### config.mk
export PLATFORM = sky130hd
export DESIGN_NAME = ts_sync_aligner
export DESIGN_NICKNAME = d
export VERILOG_FILES = /design/src/rtl/ts_sync_aligner.sv
export SDC_FILE = /design/constraint.sdc
export NUM_CORES = 1
export LEC_CHECK = 0
export ABC_AREA = 1
export CAP_MARGIN = 20
export CORE_MARGIN = 5
export CORE_UTILIZATION = 53
export CTS_CLUSTER_DIAMETER = 120
export DETAILED_ROUTE_END_ITERATION = 6
export PLACE_DENSITY = 0.92
export SLEW_MARGIN = 15
export SYNTH_ARGS = -nofsm -noshare
export SYNTH_HDL_FRONTEND = slang
export SYNTH_SLANG_ARGS = --single-unit
### constraint.sdc
create_clock -name CLK -period 2.2 [get_ports CLK]
set_clock_uncertainty 0.1 [all_clocks]
set_input_delay 0.66 -clock CLK [delete_from_list [all_inputs] [get_ports CLK]]
set_output_delay 0.66 -clock CLK [all_outputs]
set_load 0.01 [all_outputs]
### src/rtl/ts_sync_aligner.sv
`default_nettype none
// ============================================================================
//  Module   : ts_sync_aligner
//  Purpose  : Acquires and tracks 188-byte MPEG-TS packet alignment on the
//             0x47 sync byte. Only whole, aligned packets are written to the
//             TS FIFO, each byte tagged with its 1-based position in the packet.
//  Revision : 1.0  initial release
// ============================================================================
module ts_sync_aligner #(
    parameter int LOCK_COUNT   = 3,
    parameter int UNLOCK_COUNT = 3,
    parameter int MIN_ROOM     = 192
) (
    input  logic        CLK,
    input  logic        RST,
    input  logic [7:0]  DIN,
    input  logic        DIN_VALID,
    input  logic [10:0] FIFO_ROOM,
    output logic        WR_REQ,
    output logic [7:0]  WR_DATA,
    output logic [7:0]  WR_INDEX,
    output logic        SYNC_FOUND,
    output logic [15:0] DROP_CNT,
    output logic [7:0]  LOSS_CNT,
    output logic [1:0]  state_mon
);

    localparam logic [1:0] S_SEARCH  = 2'd0;
    localparam logic [1:0] S_VERIFY  = 2'd1;
    localparam logic [1:0] S_LOCKED  = 2'd2;
    localparam logic [7:0] SYNC_BYTE = 8'h47;
    localparam logic [7:0] LAST_POS  = 8'd187;

    logic [1:0]  state_q, state_d;
    logic [7:0]  pos_q, pos_d;
    logic [3:0]  hits_q, hits_d;
    logic [3:0]  miss_q, miss_d;
    logic        accept_q, accept_d;

    logic        wr_req_q, wr_req_d;
    logic [7:0]  wr_data_q, wr_data_d;
    logic [7:0]  wr_index_q, wr_index_d;
    logic        sync_q, sync_d;
    logic [15:0] drop_q, drop_d;
    logic [7:0]  loss_q, loss_d;

    // Shared decode of the current byte against the tracked alignment.
    logic       at_sync_w, is_sync_w, room_ok_w;
    logic       lock_now_w, unlock_now_w, admit_w;
    logic [3:0] hits_inc_w, miss_inc_w;
    logic [7:0] pos_next_w;

    assign at_sync_w    = (pos_q == 8'd0);
    assign is_sync_w    = (DIN == SYNC_BYTE);
    assign room_ok_w    = (FIFO_ROOM >= 11'(MIN_ROOM));
    assign hits_inc_w   = (hits_q == 4'hF) ? hits_q : hits_q + 4'd1;
    assign miss_inc_w   = (miss_q == 4'hF) ? miss_q : miss_q + 4'd1;
    assign pos_next_w   = (pos_q == LAST_POS) ? 8'd0 : pos_q + 8'd1;
    assign lock_now_w   = DIN_VALID && (state_q == S_VERIFY) && at_sync_w &&
                          is_sync_w && (hits_inc_w >= 4'(LOCK_COUNT));
    assign unlock_now_w = DIN_VALID && (state_q == S_LOCKED) && at_sync_w &&
                          !is_sync_w && (miss_inc_w >= 4'(UNLOCK_COUNT));
    // A packet admission decision is taken at every sync position handled in LOCKED,
    // including the sync byte that completes acquisition.
    assign admit_w      = DIN_VALID && at_sync_w &&
                          (lock_now_w || ((state_q == S_LOCKED) && !unlock_now_w));

    // State register: alignment tracking state and admission flag.
    always_ff @(posedge CLK or negedge RST) begin
        if (!RST) begin
            state_q  <= S_SEARCH;
            pos_q    <= 8'd0;
            hits_q   <= 4'd0;
            miss_q   <= 4'd0;
            accept_q <= 1'b0;
        end else begin
            state_q  <= state_d;
            pos_q    <= pos_d;
            hits_q   <= hits_d;
            miss_q   <= miss_d;
            accept_q <= accept_d;
        end
    end

    // Next-state logic: search, verify candidate alignment, track lock.
    always_comb begin
        state_d  = state_q;
        pos_d    = pos_q;
        hits_d   = hits_q;
        miss_d   = miss_q;
        accept_d = accept_q;
        if (DIN_VALID) begin
            case (state_q)
                S_SEARCH: begin
                    if (is_sync_w) begin
                        state_d = S_VERIFY;
                        hits_d  = 4'd1;
                        pos_d   = 8'd1;
                    end
                end
                S_VERIFY: begin
                    if (at_sync_w && !is_sync_w) begin
                        // The failing byte is not reconsidered as a new candidate.
                        state_d = S_SEARCH;
                        pos_d   = 8'd0;
                        hits_d  = 4'd0;
                    end else begin
                        pos_d = pos_next_w;
                        if (at_sync_w) begin
                            hits_d = hits_inc_w;
                        end
                        if (lock_now_w) begin
                            state_d = S_LOCKED;
                            miss_d  = 4'd0;
                        end
                    end
                end
                S_LOCKED: begin
                    if (unlock_now_w) begin
                        state_d  = S_SEARCH;
                        pos_d    = 8'd0;
                        hits_d   = 4'd0;
                        miss_d   = 4'd0;
                        accept_d = 1'b0;
                    end else begin
                        pos_d = pos_next_w;
                        if (at_sync_w) begin
                            miss_d = is_sync_w ? 4'd0 : miss_inc_w;
                        end
                    end
                end
                default: begin
                    state_d  = S_SEARCH;
                    pos_d    = 8'd0;
                    hits_d   = 4'd0;
                    miss_d   = 4'd0;
                    accept_d = 1'b0;
                end
            endcase
            if (admit_w) begin
                accept_d = room_ok_w;
            end
        end
    end

    // Output logic: FIFO write, corrected sync byte, drop/loss statistics.
    always_comb begin
        wr_req_d   = 1'b0;
        wr_data_d  = wr_data_q;
        wr_index_d = wr_index_q;
        drop_d     = drop_q;
        loss_d     = loss_q;
        sync_d     = (state_d == S_LOCKED);
        if (admit_w) begin
            if (room_ok_w) begin
                // A sync byte is always written as 0x47, even when tolerated as a miss.
                wr_req_d   = 1'b1;
                wr_data_d  = SYNC_BYTE;
                wr_index_d = 8'd1;
            end else if (drop_q != 16'hFFFF) begin
                drop_d = drop_q + 16'd1;
            end
        end else if (DIN_VALID && (state_q == S_LOCKED) && !at_sync_w && accept_q) begin
            wr_req_d   = 1'b1;
            wr_data_d  = DIN;
            wr_index_d = pos_q + 8'd1;
        end
        if (unlock_now_w && (loss_q != 8'hFF)) begin
            loss_d = loss_q + 8'd1;
        end
    end

    // Output registers.
    always_ff @(posedge CLK or negedge RST) begin
        if (!RST) begin
            wr_req_q   <= 1'b0;
            wr_data_q  <= 8'd0;
            wr_index_q <= 8'd0;
            sync_q     <= 1'b0;
            drop_q     <= 16'd0;
            loss_q     <= 8'd0;
        end else begin
            wr_req_q   <= wr_req_d;
            wr_data_q  <= wr_data_d;
            wr_index_q <= wr_index_d;
            sync_q     <= sync_d;
            drop_q     <= drop_d;
            loss_q     <= loss_d;
        end
    end

    assign WR_REQ     = wr_req_q;
    assign WR_DATA    = wr_data_q;
    assign WR_INDEX   = wr_index_q;
    assign SYNC_FOUND = sync_q;
    assign DROP_CNT   = drop_q;
    assign LOSS_CNT   = loss_q;
    assign state_mon  = state_q;

endmodule
`default_nettype wire

Word level (Yosys, flattened, before mapping). Cells that the tools add are included.

Output and inout port bits: 44. Logic and storage cells: 104. Bits of input ports: 22. Register bits after elaboration: 61.

Multiplexer cells: 36. Add/subtract/negate cells: 5. Bitwise operators: 2. Magnitude comparators: 3. Reduce and logical (&&, ||, !) cells: 29. Eq/ne operators: 18.

Operators by type and width (number): 8-bit two-way mux (10); 4-bit two-way mux (11); 4-bit one-hot mux with 3 select lines (2); 8-bit one-hot mux with 3 select lines (1); 16-bit by 1-bit adder with 16-bit output (second input constant) (1); 8-bit by 1-bit adder with 8-bit output (second input constant) (2); 16-bit inequality test (second input constant) (1); 1-bit logical AND (15); 11-bit by 8-bit >= comparator with 1-bit output (second input constant) (1); 2-bit two-way mux (5); 2-bit inequality test (second input constant) (5); 4-bit by 1-bit adder with 4-bit output (second input constant) (2); 4-bit equality test (second input constant) (2); 8-bit by 7-bit equality test with 1-bit output (second input constant) (1); 8-bit equality test (second input constant) (1); 4-bit by 2-bit >= comparator with 1-bit output (second input constant) (2); 8-bit logical NOT (1); 8-bit inequality test (second input constant) (1); 3-bit inequality test (second input constant) (2); 2-bit one-hot mux with 3 select lines (1); 3-bit AND reduction (2); 1-bit two-way mux (5); 5-bit AND reduction (1); 2-bit equality test (second input constant) (2); other kinds (12) (16).

Depth between registers and ports, before layout. Gate-level depths: netlist (run 1).

Depth in word-level cells: 11. Gate-level depth with buffers: 14. Mapped depth without buffers: 13.

Least setup slack after synthesis (run 1). Ideal clock, no wire load.

Kind: input to register. Start point: input port DIN[2]. End point: register drop_q[3] (netlist: DROP_CNT[3]). Setup slack: 0.221 ns. Required time: 1.980 ns. Setup time: 0.120 ns. Cell stages on the path: 12. Data arrival time: 1.760 ns. Path buffers: 1. Cells stage by stage: inv_1 > nor2_1 > nand3_1 > nor2_2 > inv_2 > nor2_1 > nand2_2 > nand2_4 > buf_8 > nand4_4 > nand2_1 > nand2_1.

Cells in the longest elaborated chain, start to end: 9. Elaborated cells between the ends (all ways): 11. Those cells by class: eq/ne: 1; reduce/logical: 10.

Ends and longest elaborated chain: start: declaration (RTL line 16) `input logic [7:0] DIN,`; 8-bit by 7-bit equality test with 1-bit output (*) (RTL line 54) `assign is_sync_w = (DIN == SYNC_BYTE);`; 1-bit logical NOT (RTL line 62) `!is_sync_w && (miss_inc_w >= 4'(UNLOCK_COUNT));`; 1-bit logical AND (RTL line 61) `assign unlock_now_w = DIN_VALID && (state_q == S_LOCKED) && at_sync_w &&`; 1-bit logical AND (RTL line 62); 1-bit logical NOT (RTL line 66) `(lock_now_w || ((state_q == S_LOCKED) && !unlock_now_w));`; 1-bit logical AND (RTL line 66); 1-bit logical OR (*) (RTL line 66); 1-bit logical AND (*) (RTL line 65) `assign admit_w = DIN_VALID && at_sync_w &&`; 3-bit AND reduction (no line) (*); end signal: assignment (RTL line 187) `drop_q <= drop_d;`; end: declaration (RTL line 44) `logic [15:0] drop_q, drop_d;`.

Every way passes the cells marked *; elsewhere a longest branch is shown, timed or not. A chain may end at the register's enable or synchronous reset.

Final worst setup path (run 1).
Start point: register pos_q[0]. End point: register wr_data_q[5] (netlist: WR_DATA[5]).

Cells in the longest elaborated chain, start to end: 10. Elaborated cells between the ends (all ways): 19. Those cells by class: eq/ne: 1; mux: 1; reduce/logical: 17.

Ends and longest elaborated chain: start: declaration (RTL line 35) `logic [7:0] pos_q, pos_d;`; start signal: assignment (RTL line 78) `pos_q <= pos_d;`; 8-bit logical NOT (*) (RTL line 53) `assign at_sync_w = (pos_q == 8'd0);`; 1-bit logical AND (2 in a row) (RTL line 61); 1-bit logical AND (RTL line 62); 1-bit logical NOT (RTL line 66); 1-bit logical AND (RTL line 66); 1-bit logical OR (RTL line 66); 1-bit logical AND (RTL line 65); 2-bit inequality test (no line) or 2-bit nonzero test (tied branches); 2-bit AND reduction (no line); end signal: assignment (RTL line 184) `wr_data_q <= wr_data_d;`; end: declaration (RTL line 41) `logic [7:0] wr_data_q, wr_data_d;`.

Marks and branches as above.

==> out/results.ini, run 1 <==
[drt]
drt_pass1_iterations=6
post_drt_wl_per_cell_um=18.5
routed_wl_mm=11.7
viasPerCell=6.03
ant_nets=0
drc=0
first_iter_violations=409
vias=3826

[clock_network]
cts_tree=yes
clk_pin_slew_ns=0.08
numCtsBuffers=9
root_buffer=clkbuf_8
cts_sinks=61
ctsHoldBuffers=0
clock_latency_ns=0.35
cts_max_path_buffers=2
h-tree-depth=3

[floorplanning]
dieHeight_um=91.6
rows=29
fp.coreArea_mm2=0.00642
die_x_um=91.6
num_io_pins=66
start_util=0.550
die-area_mm2=0.00839

[pwr]
peakVddDrop_mv=0.449
total_power_mw=4.33
p_leak_nw=2.33
power.density_mw_per_mm2=878

[synth]
ys.flop_type=dfrtp_1
synthesis.nets=470
synth_area_leader_cell=dfrtp_1
synth_cell_types=38
yosys-top-cells-area=dfrtp_1 43%, nand2_1 14%, nand4_1 4.8%
syn_avg_cell_area_um2=7.99
synth_top_area_frac=0.432
seq_area_frac_synth=0.432
synth_edf_count=0
syn_inst=442
async_flop_share=1.00
yosys_warnings=0
synth_area_mm2=0.00353
ys_ff_latch=61

[grt]
overflow=0
grt.total_usage=0.237
grt_antenna_before_repair=1
grt_max_degree=45
grt_pass1_vias=3430
grt_first_pass_wirelength_mm=16.0

[placed_design]
dpl-instance-area_mm2=0.00442
hpwl_mm=6.67
port_buffers=59
place_worst_setup_slack_ns=-0.449
place_congestion=0.919

[cells_and_area]
nets=582
most-common-layout-cells=124 x nand2_1, 57 x dfrtp_1, 52 x clkdlybuf4s50_1
area_delta_synth_final_pct=39.7
register_area_mm2=0.00153
final_area_mm2=0.00493
drive_above_1_share=0.223
multi_input_area_mm2=0.00195
n_fill_cell=410
layout.cells.most_common=nand2_1

[worst_setup_path]
timing.rr.start=pos_q[0]
cp_slowest_stage_delay_ns=0.45
critPathMaxFanout=5
cp-end-kind=flip-flop
critPathLaunchType=flip-flop
slowest_stage=dfrtp_2
rrSetupSlack_ns=-0.25
criticalPathCategory=flip-flop to flip-flop
r2r-end=WR_DATA[5]
critPathRequiredTime_ns=2.30
path_cells=inv_4 > ha_4 > inv_2 > nor3_4 > nand4_1 > nor2_4 > nand2_4 > nand2_8 > buf_6 > nand3_4 > nand3_2 > nand2_1
r2r_cells=12
critPathArrivalTime_ns=2.55

[status]
status=complete, but fails checks
violations=negative setup slack

[sta]
hold_violations=0
slew_viol_final=0
setup_tns_ns=-4.18
fin_crit_sh=1.11
fin_crit_ns=2.45
layout_setup_ws_ns=-0.246
setup_viol=41
max_slew_margin=0.613
fmax_ghz=0.409
worst_pin_slew_ns=0.575

[run]
cap_violations=0

[min_path]
holdCritPathClass=input port to asynchronous set/reset pin

==> cell usage after synthesis (2+ instances only) <==
cell	number
nor2_1	25
inv_1	44
o21ai_0	23
or2_2	2
buf_2	5
nand2_4	2
inv_2	3
ha_1	6
buf_4	2
nand4_1	27
nand2_2	2
xnor2_1	4
nand3_1	33
o22ai_1	4
mux2i_1	2
nor3_1	12
nand2_1	130
a21oi_2	2
nor2_2	5
nor4_1	4
xor2_1	17
nand3_2	10
dfrtp_1	61
a21oi_1	2
a31oi_1	2
==> worst max-delay path by stage <==
stage                     startpoint     endpoint  slack [ns]  cells after the start
after floorplan               DIN[2]  DROP_CNT[3]        0.22                     12
after global placement     DIN_VALID   WR_DATA[6]       -0.39                     12
after detailed placement      DIN[2]  WR_INDEX[1]       -0.45                     12
after CTS                     DIN[2]  DROP_CNT[0]       0.005                     13
after global routing        pos_q[0]   WR_DATA[5]       -0.33                     12
final                       pos_q[0]   WR_DATA[5]       -0.25                     12
==> state kept, by name, summed over array words and instances (netlist names) <==
| name | flops |
|---|---|
| accept_q | 1 |
| miss_q | 4 |
| WR_DATA | 8 |
| LOSS_CNT | 8 |
| hits_q | 4 |
| pos_q | 8 |
| WR_INDEX | 8 |
| DROP_CNT | 16 |
| SYNC_FOUND | 1 |
| state_mon | 2 |
| WR_REQ | 1 |
==> power by group <==
group / internal [mW] / total (mW) / switching [mW]
logic: 0.840 / 1.84 / 1.00
registers: 1.37 / 1.64 / 0.278
clock network: 0.414 / 0.841 / 0.428
==> metal layers <==
metal	share of wire	vias up	track usage
met2	0.49	250	0.393
met1	0.37	1795	0.284
li1	-	1700	-
met4	0.061	0	0.116
met5	0	-	0
met3	0.073	81	0.0628
==> critical path: cells and delay by family (launching register included) <==
kind / cells / cell delay, ns
buffers and inverters: 3 / 0.27
adders and majority gates: 1 / 0.15
DFF: 1 / 0.45
and+or+nand+nor: 8 / 1.31
==> cell families (layout without fill, tap and decap cells) <==
family          Yosys count  after routing  share of synthesized area
flops                    61             61                      0.432
buf+inv                  56            166                     0.0688
mux                       2              2                    0.00567
fa+ha+maj                 6              6                     0.0213
compound gates           37             37                     0.0617
simple gates            259            263                      0.358
other cells               0              1                          0
xor+xnor                 21             21                     0.0521
==> layout make-up <==
| type | instances | area share |
|---|---|---|
| Clock inverter | 3 | 0.00304 |
| Tap cell | 77 | 0.0195 |
| Clock buffer | 10 | 0.0279 |
| Multi-Input combinational cell | 329 | 0.395 |
| Antenna cell | 1 | 0.000507 |
| Inverter | 47 | 0.0363 |
| Sequential cell | 61 | 0.311 |
| Timing Repair Buffer | 106 | 0.208 |
==> through the flow <==
stage / cells / hold WS [ns] / utilization
after global routing: 634 / 0.173 / 0.768
after detailed placement: 601 / 0.388 / 0.689
after floorplan: 442 / 0.264 / -
after global placement: 601 / 0.378 / 0.689
after CTS: 616 / 0.152 / 0.723
final: 634 / 0.151 / 0.768
==> timing repair <==
action	in CTS	in global routing
resized for setup	12	44
pin swaps	7	21
cloned	2	2
endpoints found under the setup margin	30	57
buffers inserted	0	15
Power figures use the tool's default switching activity.
==> inputs of run 2 (changes only) <==
--- a/config.mk
+++ b/config.mk
@@ -11,7 +11,7 @@
 export CORE_UTILIZATION = 53
 export CTS_CLUSTER_DIAMETER = 120
 export DETAILED_ROUTE_END_ITERATION = 6
-export PLACE_DENSITY = 0.92
+export PLACE_DENSITY = 0.79
 export SLEW_MARGIN = 15
 export SYNTH_ARGS = -nofsm -noshare
 export SYNTH_HDL_FRONTEND = slang
==> out/results.ini, run 2 (synthesized netlist as in run 1, its figures left out) <==
[drt]
vias=3447
post_drt_wl_per_cell_um=14.8
first_iter_violations=257
ant_nets=0
routed_wl_mm=9.25
drc=0
drt_pass1_iterations=5
viasPerCell=5.50

[worst_setup_path]
rrSetupSlack_ns=0.09
cp_top_family=buffers and inverters
path_buf_inv=1
cp-end-kind=output port
cp_slowest_stage_delay_ns=0.58
critPathRequiredTime_ns=1.44
critPathLaunchType=flip-flop
path_cells=clkdlybuf4s50_1
crit_path_end=DROP_CNT[3]
slowest_stage=clkdlybuf4s50_1
critPathMaxFanout=6
crit_start=DROP_CNT[3]
r2r_cells=10
criticalPathCategory=flip-flop to output port
r2r-end=DROP_CNT[7]
critPathArrivalTime_ns=1.38
timing.rr.start=hits_q[0]
cp.depth=1

[sta]
hold_violations=0
slew_viol_final=0
fin_crit_sh=0.974
whs_ns=0.150
fin_crit_ns=2.14
setup_tns_ns=0
worst_pin_slew_ns=0.419
fmax_ghz=0.467
setup_viol=0
max_slew_margin=0.721

[placed_design]
port_buffers=59
place_congestion=0.904
hpwl_mm=6.63

[pwr]
total_power_mw=4.16
peakVddDrop_mv=0.596
power.density_mw_per_mm2=866
p_leak_nw=2.31

[grt]
grt_max_degree=46
grt_pass1_vias=3227
grt.total_usage=0.223
grt_antenna_before_repair=0
grt_first_pass_wirelength_mm=15.2
overflow=0

[floorplanning]
die_x_um=91.6
fp.coreArea_mm2=0.00642
dieHeight_um=91.6
start_util=0.550
die-area_mm2=0.00839
num_io_pins=66
rows=29

[cells_and_area]
final_util=0.748
largest_register_ffs=16
num_antenna_cells=0
layout.cells.most_common=nand2_1
area_delta_synth_final_pct=36.0
most-common-layout-cells=126 x nand2_1, 61 x dfrtp_1, 51 x clkdlybuf4s50_1
drive_above_1_share=0.191
nets=574

[clock_network]
root_buffer=clkbuf_8
clk_pin_slew_ns=0.07
clock_latency_ns=0.34
ctsHoldBuffers=0
h-tree-depth=3
numCtsBuffers=9
cts_tree=yes
cts_max_path_buffers=2
cts_sinks=61

[min_path]
holdCritPathClass=input port to asynchronous set/reset pin

[run]
cap_violations=0

[status]
status=complete, no violations

[run 2: cell count changes in the layout (fill, tap and decap cells not counted), moves of 3 or more]
cell and delta:
buf_6 +3, dfrtp_1 +4, buf_12 -4, nand3_2 -4
dfrtp_2 -4, buf_4 -5
[run 2: cell type report]
cell class / count / area, um2
sequential: 61 / 1530
clock inverter: 4 / 23.8
multi-input combinational: 327 / 1880
inverter: 47 / 176
tap: 77 / 96.3
clock buffer: 11 / 151
timing repair buffer: 100 / 946
fill: 480 / 1620
[run 2: worst min path at each step]
stage	start	endpoint	slack [ns]	depth (start not counted)
global placement	accept_q	accept_q	0.38	2
global route	RST	LOSS_CNT[4]	0.17	1
floorplan	RST	DROP_CNT[0]	0.26	0
CTS	RST	LOSS_CNT[2]	0.15	1
finish	RST	LOSS_CNT[4]	0.15	1
detailed placement	WR_INDEX[2]	WR_INDEX[2]	0.39	2
[run 2: repair_timing]
| action | CTS | global route |
|---|---|---|
| setup buffers | 1 | 3 |
| endpoints found under the setup margin | 40 | 59 |
| gates resized for setup | 8 | 36 |
| pin swaps | 5 | 13 |
| cloned | 2 | 0 |
[run 2: power breakdown]
part,leakage (nW),internal [mW],switching [mW]
combinational,1.41,0.781,0.860
clock,0.0949,0.460,0.442
sequential,0.806,1.36,0.256
[run 2: metrics by stage]
stage | cell area [um2] | instances | setup slack [ns]
detailed placement | 4440 | 606 | -0.513
global route | 4800 | 627 | -0.0245
global placement | 4440 | 606 | -0.404
floorplan | 3530 | 442 | 0.221
CTS | 4660 | 624 | -0.0444
finish | 4800 | 627 | 0.0583
[run 2: metal layers]
layer / up-vias / track usage / routed length (um)
met2: 123 / 0.367 / 4370
li1: 1682 / - / -
met3: 10 / 0.0661 / 692
met4: 0 / 0.0641 / 95
met1: 1632 / 0.285 / 4090
met5: - / 0 / 0
